[src/rtl/ram_bus_bridge_pkg.sv]
`default_nettype none
// ============================================================================
// ram_bus_pkg : shared types and helpers for the PicoRV32-to-user-RAM bridge
// Revision    : 1.0
// ============================================================================
package ram_bus_pkg;

  typedef enum logic [2:0] {
    ST_IDLE     = 3'd0,
    ST_RD0      = 3'd1,
    ST_RD1      = 3'd2,
    ST_MERGE_WR = 3'd3,
    ST_WR       = 3'd4,
    ST_RESP     = 3'd5
  } state_e;

  // The RAM drives this on ram_do while it has no valid read data.
  localparam logic [31:0] RAM_IDLE_PATTERN = 32'h1611_0400;

  function automatic logic [31:0] merge_bytes(input logic [3:0]  wstrb,
                                              input logic [31:0] new_data,
                                              input logic [31:0] old_data);
    logic [31:0] res;
    res = old_data;
    for (int k = 0; k < 4; k++) begin
      if (wstrb[k]) res[8*k +: 8] = new_data[8*k +: 8];
    end
    return res;
  endfunction

endpackage
`default_nettype wire

[src/rtl/ram_bus_bridge.sv]
`default_nettype none
// ============================================================================
// ram_bus_bridge : PicoRV32 native bus to single-port user RAM strobe initiator
// Revision       : 1.0
// ============================================================================
module ram_bus_bridge
  import ram_bus_pkg::*;
#(
  parameter int          ADDR_BIT  = 8,
  parameter logic [31:0] BASE_ADDR = 32'h0000_4000
) (
  input  logic                clk_i,
  input  logic                rst_i,
  input  logic                mem_valid_i,
  input  logic [31:0]         mem_addr_i,
  input  logic [31:0]         mem_wdata_i,
  input  logic [3:0]          mem_wstrb_i,
  output logic                mem_ready_o,
  output logic [31:0]         mem_rdata_o,
  output logic                ram_wr_en_o,
  output logic                ram_rd_en_o,
  output logic [ADDR_BIT-1:0] ram_addr_o,
  output logic [31:0]         ram_di_o,
  input  logic [31:0]         ram_do_i
);

  localparam int TAG_LSB = ADDR_BIT + 2;

  state_e              state_q, state_d;
  logic [ADDR_BIT-1:0] addr_q, addr_d;
  logic [31:0]         wdata_q, wdata_d;
  logic [3:0]          wstrb_q, wstrb_d;
  logic                rmw_q, rmw_d;
  logic [31:0]         di_q, di_d;
  logic [31:0]         rdata_q, rdata_d;
  logic                rd_en_q, rd_en_d;
  logic                wr_en_q, wr_en_d;
  logic                ready_q, ready_d;
  logic                sel;
  logic                unused_byte_offset;

  assign sel = mem_valid_i && (mem_addr_i[31:TAG_LSB] == BASE_ADDR[31:TAG_LSB]);
  assign unused_byte_offset = ^mem_addr_i[1:0];

  always_comb begin
    state_d = state_q;
    addr_d  = addr_q;
    wdata_d = wdata_q;
    wstrb_d = wstrb_q;
    rmw_d   = rmw_q;
    di_d    = di_q;
    rdata_d = rdata_q;

    unique case (state_q)
      ST_IDLE: begin
        if (sel) begin
          addr_d  = mem_addr_i[ADDR_BIT+1:2];
          wdata_d = mem_wdata_i;
          wstrb_d = mem_wstrb_i;
          if (mem_wstrb_i == 4'h0) begin
            rmw_d   = 1'b0;
            state_d = ST_RD0;
          end else if (mem_wstrb_i == 4'hF) begin
            rmw_d   = 1'b0;
            di_d    = mem_wdata_i;
            state_d = ST_WR;
          end else begin
            rmw_d   = 1'b1;
            state_d = ST_RD0;
          end
        end
      end
      ST_RD0: state_d = ST_RD1;
      // ram_do_i is only valid in the second rd_en cycle, so it is sampled here.
      ST_RD1: begin
        if (rmw_q) begin
          di_d    = merge_bytes(wstrb_q, wdata_q, ram_do_i);
          state_d = ST_MERGE_WR;
        end else begin
          rdata_d = ram_do_i;
          state_d = ST_RESP;
        end
      end
      ST_MERGE_WR: state_d = ST_RESP;
      ST_WR:       state_d = ST_RESP;
      ST_RESP:     state_d = ST_IDLE;
      default:     state_d = ST_IDLE;
    endcase

    // Strobes are decoded from the next state so they come straight off flops.
    rd_en_d = (state_d == ST_RD0) || (state_d == ST_RD1);
    wr_en_d = (state_d == ST_MERGE_WR) || (state_d == ST_WR);
    ready_d = (state_d == ST_RESP);
  end

  always_ff @(posedge clk_i or negedge rst_i) begin
    if (!rst_i) begin
      state_q <= ST_IDLE;
      addr_q  <= '0;
      wdata_q <= '0;
      wstrb_q <= '0;
      rmw_q   <= 1'b0;
      di_q    <= '0;
      rdata_q <= '0;
      rd_en_q <= 1'b0;
      wr_en_q <= 1'b0;
      ready_q <= 1'b0;
    end else begin
      state_q <= state_d;
      addr_q  <= addr_d;
      wdata_q <= wdata_d;
      wstrb_q <= wstrb_d;
      rmw_q   <= rmw_d;
      di_q    <= di_d;
      rdata_q <= rdata_d;
      rd_en_q <= rd_en_d;
      wr_en_q <= wr_en_d;
      ready_q <= ready_d;
    end
  end

  assign mem_ready_o = ready_q;
  assign mem_rdata_o = rdata_q;
  assign ram_wr_en_o = wr_en_q;
  assign ram_rd_en_o = rd_en_q;
  assign ram_addr_o  = addr_q;
  assign ram_di_o    = di_q;

endmodule
`default_nettype wire
[config.mk]
export PLATFORM = sky130hd
export DESIGN_NAME = ram_bus_bridge
export DESIGN_NICKNAME = d
export VERILOG_FILES = /design/src/rtl/ram_bus_bridge_pkg.sv /design/src/rtl/ram_bus_bridge.sv
export SDC_FILE = /design/constraint.sdc
export NUM_CORES = 1
export LEC_CHECK = 0
export BUFFER_PORTS_ARGS = -buffer_cell sky130_fd_sc_hd__buf_2
export CORE_UTILIZATION = 45
export DETAILED_ROUTE_END_ITERATION = 6
export PLACE_DENSITY_LB_ADDON = 0.3
export SYNTH_ARGS = -nofsm -noshare
export SYNTH_HDL_FRONTEND = slang
export SYNTH_SLANG_ARGS = --single-unit
[constraint.sdc]
create_clock -name clk_i -period 1.75 [get_ports clk_i]
set_input_delay 0.35 -clock clk_i [delete_from_list [all_inputs] [get_ports clk_i]]
set_output_delay 0.35 -clock clk_i [all_outputs]
set_load 0.05 [all_outputs]
# After elaboration in Yosys (flattened, before gate mapping)
# Index checks and enable logic that the tools add are counted.
# classes
eq_ne	15
reduce_logical	10
bitwise_logic	1
n_mux	16
# op_table
cell	count
$mux 32	4
$pmux 32 s2	1
$mux 8	4
$eq 22x5->1 const B	1
$eq 3x2->1 const B	4
$mux 3	4
$pmux 3 s4	1
$eq 3x3->1 const B	3
$ne 2x2->1 const B	4
$eq 3x1->1 const B	2
$reduce_and 5->1	1
$eq 4x4->1 const B	1
$logic_not 4->1	1
$reduce_and 2->1	2
$logic_not 3->1	1
$logic_or 1x1->1	2
$mux 1	2
$reduce_bool 2->1	1
$reduce_or 2->1	1
$logic_and 1x1->1	1
$not 1->1	1
# totals
elab_cells	52
register_bits	115
input_bits	103

# Depth between registers and ports, before layout
# logic_depth
depth_word	7
ltp_mapped	7
mapped_depth_nobuf	5

# Least setup slack after synthesis
# OpenSTA, ideal clock, no wires.
# synth_timing
path_kind	input port to flip-flop
start	in mem_addr_i[23]
end	reg addr_q[0] (netlist: ram_addr_o[0])
arrival_time_ns	1.618
path_slack_ns	0.005
path_buffers	2
stages	6
t_required_ns	1.622
cell_sequence	nor4_1 and4b_1 and3b_2 buf_4 buf_4 mux2_1
# synth_via
elab_chain_len	3
# synth_rtl
item	line	rtl
from (decl)	ram_bus_bridge.sv:15	input logic [31:0] mem_addr_i,
$eq 22x5->1	ram_bus_bridge.sv:42	assign sel = mem_valid_i && (mem_addr_i[31:TAG_LSB] == BASE_ADDR[31:TAG_LSB]);
$logic_and 1x1->1	ram_bus_bridge.sv:42	
$reduce_and 2->1 (no source line)	n/a	
to (signal assigned)	ram_bus_bridge.sv:110	addr_q <= addr_d;
to (decl)	ram_bus_bridge.sv:30	logic [ADDR_BIT-1:0] addr_q, addr_d;
# No other way between the ends.
# A chain may end at the register's enable or synchronous reset.

# Worst setup path after layout
# layout_timing
start	reg state_q[2]
end	reg rdata_q[16] (netlist: mem_rdata_o[16])
# layout_via
elab_chain_len	2
# layout_rtl
item	line	rtl
from (decl)	ram_bus_bridge.sv:29	state_e state_q, state_d;
from (signal assigned)	ram_bus_bridge.sv:109	state_q <= state_d;
$eq 3x2->1	ram_bus_bridge.sv:54	unique case (state_q)
$reduce_and 2->1 (no source line)	n/a	
to (signal assigned)	ram_bus_bridge.sv:115	rdata_q <= rdata_d;
to (decl)	ram_bus_bridge.sv:35	logic [31:0] rdata_q, rdata_d;
# No other way between the ends.

==> reports/qor.txt <==
Via-per-instance ratio -> 5.43
DRT antenna net count -> 0
Measured slew at the worst slew-check pin -> 0.526 ns
Initial antenna violation count -> 0
Hold path startpoint -> mem_addr_i[4]
# DRC -> 0
Die area -> 0.0113 mm2
Minimum setup slack in the final design -> -0.0841 ns
Syn nets -> 448
Core area -> 0.0104 mm2
Seq/Total Area, Yosys -> 58.8%
Root Driver -> clkbuf_8
Clock skew -> 0.00650 ns
Drt initial violations -> 144
Gr ovfl total -> 0
Count of final hold-check violations -> 0
Cell mode on critical path -> buf_6
Asr flop ratio synth -> 100%
YS warnings -> 0
Global-route usage over all layers -> 23.6%
Top_reg_cell synth -> dfrtp_1
Top delay family on crit path -> buffers and inverters
Final Power -> 10.7 mW
Post-layout nets -> 659
Final setup viols -> 75
Post-Layout Inst Area -> 0.00724 mm2
RSZ-0062 raised after global routing -> true
Slew HR -> 64.9%
Clk_lat worst skew -> 0.51 ns
Power density cells -> 1480 mW/mm2
Layout Cells excl Fill -> 703
IO Port Bufs -> 175
Final Slew Violations -> 0
DR WL/cell -> 20.4 um
# diodes -> 0
Die H -> 106 um
Area grow syn2layout -> 47.9%
Final wirelength -> 14400 um
Setup TNS -> -3.27 ns
Die X -> 106 um
Clock sink count -> 115
Clock Pin Slew Worst Setup and Hold Paths -> 0.06 ns
Placed insts -> 650
Most common cell in the netlist -> dfrtp_1
CTS tree -> done
Cells after Synth -> 345
Outcome -> finished with violations
Buffer levels on the longest clock path -> 2
FP Rows -> 37
CP Cell Sequence -> buf_6 > nor2b_4 > and2b_2 > buf_6 > and2_4 > bufbuf_16 > mux2_1
Top-area cell type share of the netlist area -> 58.8%
I/O pin total -> 178
Synth area leaders -> dfrtp_1 59%, mux2_2 12%, mux2i_1 6.5%, a221o_1 6.3%, mux2_1 5.3%
Max Cap Viol -> 0
Largest net degree at the start of global routing -> 51
Top post-synthesis cells by count -> 115 x dfrtp_1, 54 x mux2_2, 36 x nor2_1
Syn_area_per_cell -> 14.2 um2
Cell Area, Synth -> 0.00489 mm2
Failing checks -> setup timing
Drt first pass iters -> 4
Worst Path Required -> 2.14 ns
Pleak -> 3.71 nW
VDD IR-drop max -> 1010 uV
HPWL Detailed -> 8320 um
Synth cell types -> 34
HP Class -> in -> reg
Final Critical Period -> 1.83 ns
Tcrit/Tclk final -> 105%
Worst setup SP type -> flip-flop
Vias -> 3819
Placed cell area -> 0.00598 mm2
Num CTS Buffers -> 17
Gpl congestion -> 0.734
Reg-to-reg critical path startpoint -> state_q[2]
CP endpoint kind -> flip-flop
Largest stage delay on the critical path -> 0.40 ns
First-pass GRT wire length -> 20100 um
Critical Path Source -> state_q[2]
Crit-path max FO -> 9
CP max-delay cell -> dfrtp_1
Layout cells sized above 1 -> 58.0%
Number of synthesized flops with an enable pin -> 0
Highest Clock Rate -> 0.545 GHz
Yosys top cell by area -> dfrtp_1
Setup CP Type -> reg -> reg
CTS H-tree depth -> 4
Synth Register Bits -> 115
CP arrival -> 2.22 ns
Worst path buffer plus inverter count -> 3
Initial Utilization -> 47.0%
Vias in the first global route -> 3911
==> sequential cells by signal, indices dropped and copies added (netlist names) <==
name and flops:
ram_di_o 32, rmw_q 1, ram_rd_en_o 1, ram_addr_o 8, wdata_q 32, state_q 3
wstrb_q 4, ram_wr_en_o 1, mem_rdata_o 32, mem_ready_o 1
==> through the flow <==
step / util (%) / hold WS [ns] / worst slack (ns)
final: 69.5 / 0.0653 / -0.0841
after global routing: 69.5 / 0.0561 / -0.125
after CTS: 65.1 / 0.0433 / -0.0280
after detailed placement: 57.4 / 0.258 / -0.541
after global placement: 57.4 / 0.258 / -0.472
after floorplan: - / 0.0544 / 0.00457
==> worst reg2reg max path: cells and delay by family (launching register included) <==
family / cells / cell delay [ns]
and+or+nand+nor: 3 / 0.47
DFF: 1 / 0.40
buffers and inverters: 3 / 0.53
muxes: 1 / 0.32
==> power breakdown <==
group | switching (mW) | total (mW) | leakage [nW] | internal, mW
combinational | 2.42 | 3.75 | 1.87 | 1.33
clock | 1.18 | 3.58 | 0.302 | 2.40
sequential | 0.249 | 3.34 | 1.54 | 3.09
total | 3.85 | 10.7 | 3.71 | 6.82
==> logic make-up (layout without fill, tap and decap cells) <==
family                 count (synthesis)  count (layout)  synth area share (%)
buffers and inverters                 26             247                  3.63
flip-flops                           115             115                  58.8
multiplexers                         109             109                  24.3
AO/OA/AOI/OAI                         38              39                  7.42
AND/OR/NAND/NOR                       57              57                  5.88
==> metal layers <==
| metal | wire (um) | global-route usage [%] | vias up | share of wire, % |
|---|---|---|---|---|
| li1 | - | - | 1703 | - |
| met1 | 6090 | 29.7 | 1939 | 42 |
| met2 | 7230 | 39.7 | 153 | 50 |
| met3 | 755 | 5.70 | 24 | 5.3 |
| met4 | 286 | 8.43 | 0 | 2.0 |
| met5 | 0 | 0 | - | 0 |
==> cell type report <==
| cell class | instances | area [um2] |
|---|---|---|
| clock inverter | 10 | 156 |
| tap | 136 | 170 |
| timing repair buffer | 214 | 1490 |
| fill | 753 | 3180 |
| sequential | 115 | 2880 |
| multi-input combinational | 205 | 2080 |
| inverter | 3 | 11.3 |
| clock buffer | 20 | 455 |
==> final timing paths <==
check,endpoint,slack [ns],depth (start not counted)
setup / recovery,mem_rdata_o[16],-0.08,7
hold / removal,ram_addr_o[2],0.07,2
setup reg to reg,mem_rdata_o[16],-0.08,7
hold reg to reg,mem_rdata_o[14],0.49,1
max in group asynchronous,mem_rdata_o[7],0.92,3
min in group asynchronous,mem_rdata_o[26],0.27,2
==> placed cells by master, fill, tap and decap left out, types with 2 or more instances in the layout <==
cell	netlist	layout
buf_2	6	174
dfrtp_1	115	115
mux2_4	0	52
nor2_1	36	35
mux2i_1	32	32
a221o_1	31	31
mux2_2	54	22
clkbuf_16	0	21
buf_4	6	13
buf_12	0	12
buf_6	4	5
nor4_1	4	4
clkbuf_8	1	4
bufinv_16	0	4
clkinv_2	0	4
inv_1	3	3
mux2_1	23	3
nand2b_1	2	2
nand4_1	2	2
a21oi_1	2	2
o21ai_0	2	2
a21oi_4	1	2
buf_8	0	2
==> what timing repair did <==
action | 4_1_cts | 5_1_grt
cloned | 3 | 7
setup buffers | 5 | 7
pin swaps | 1 | 5
endpoints found under the hold margin | 18 | 0
endpoints found under the setup margin | 89 | 109
hold buffers | 1 | 0
resized for setup | 13 | 59
Note: power is estimated with default switching activity, not from simulation.
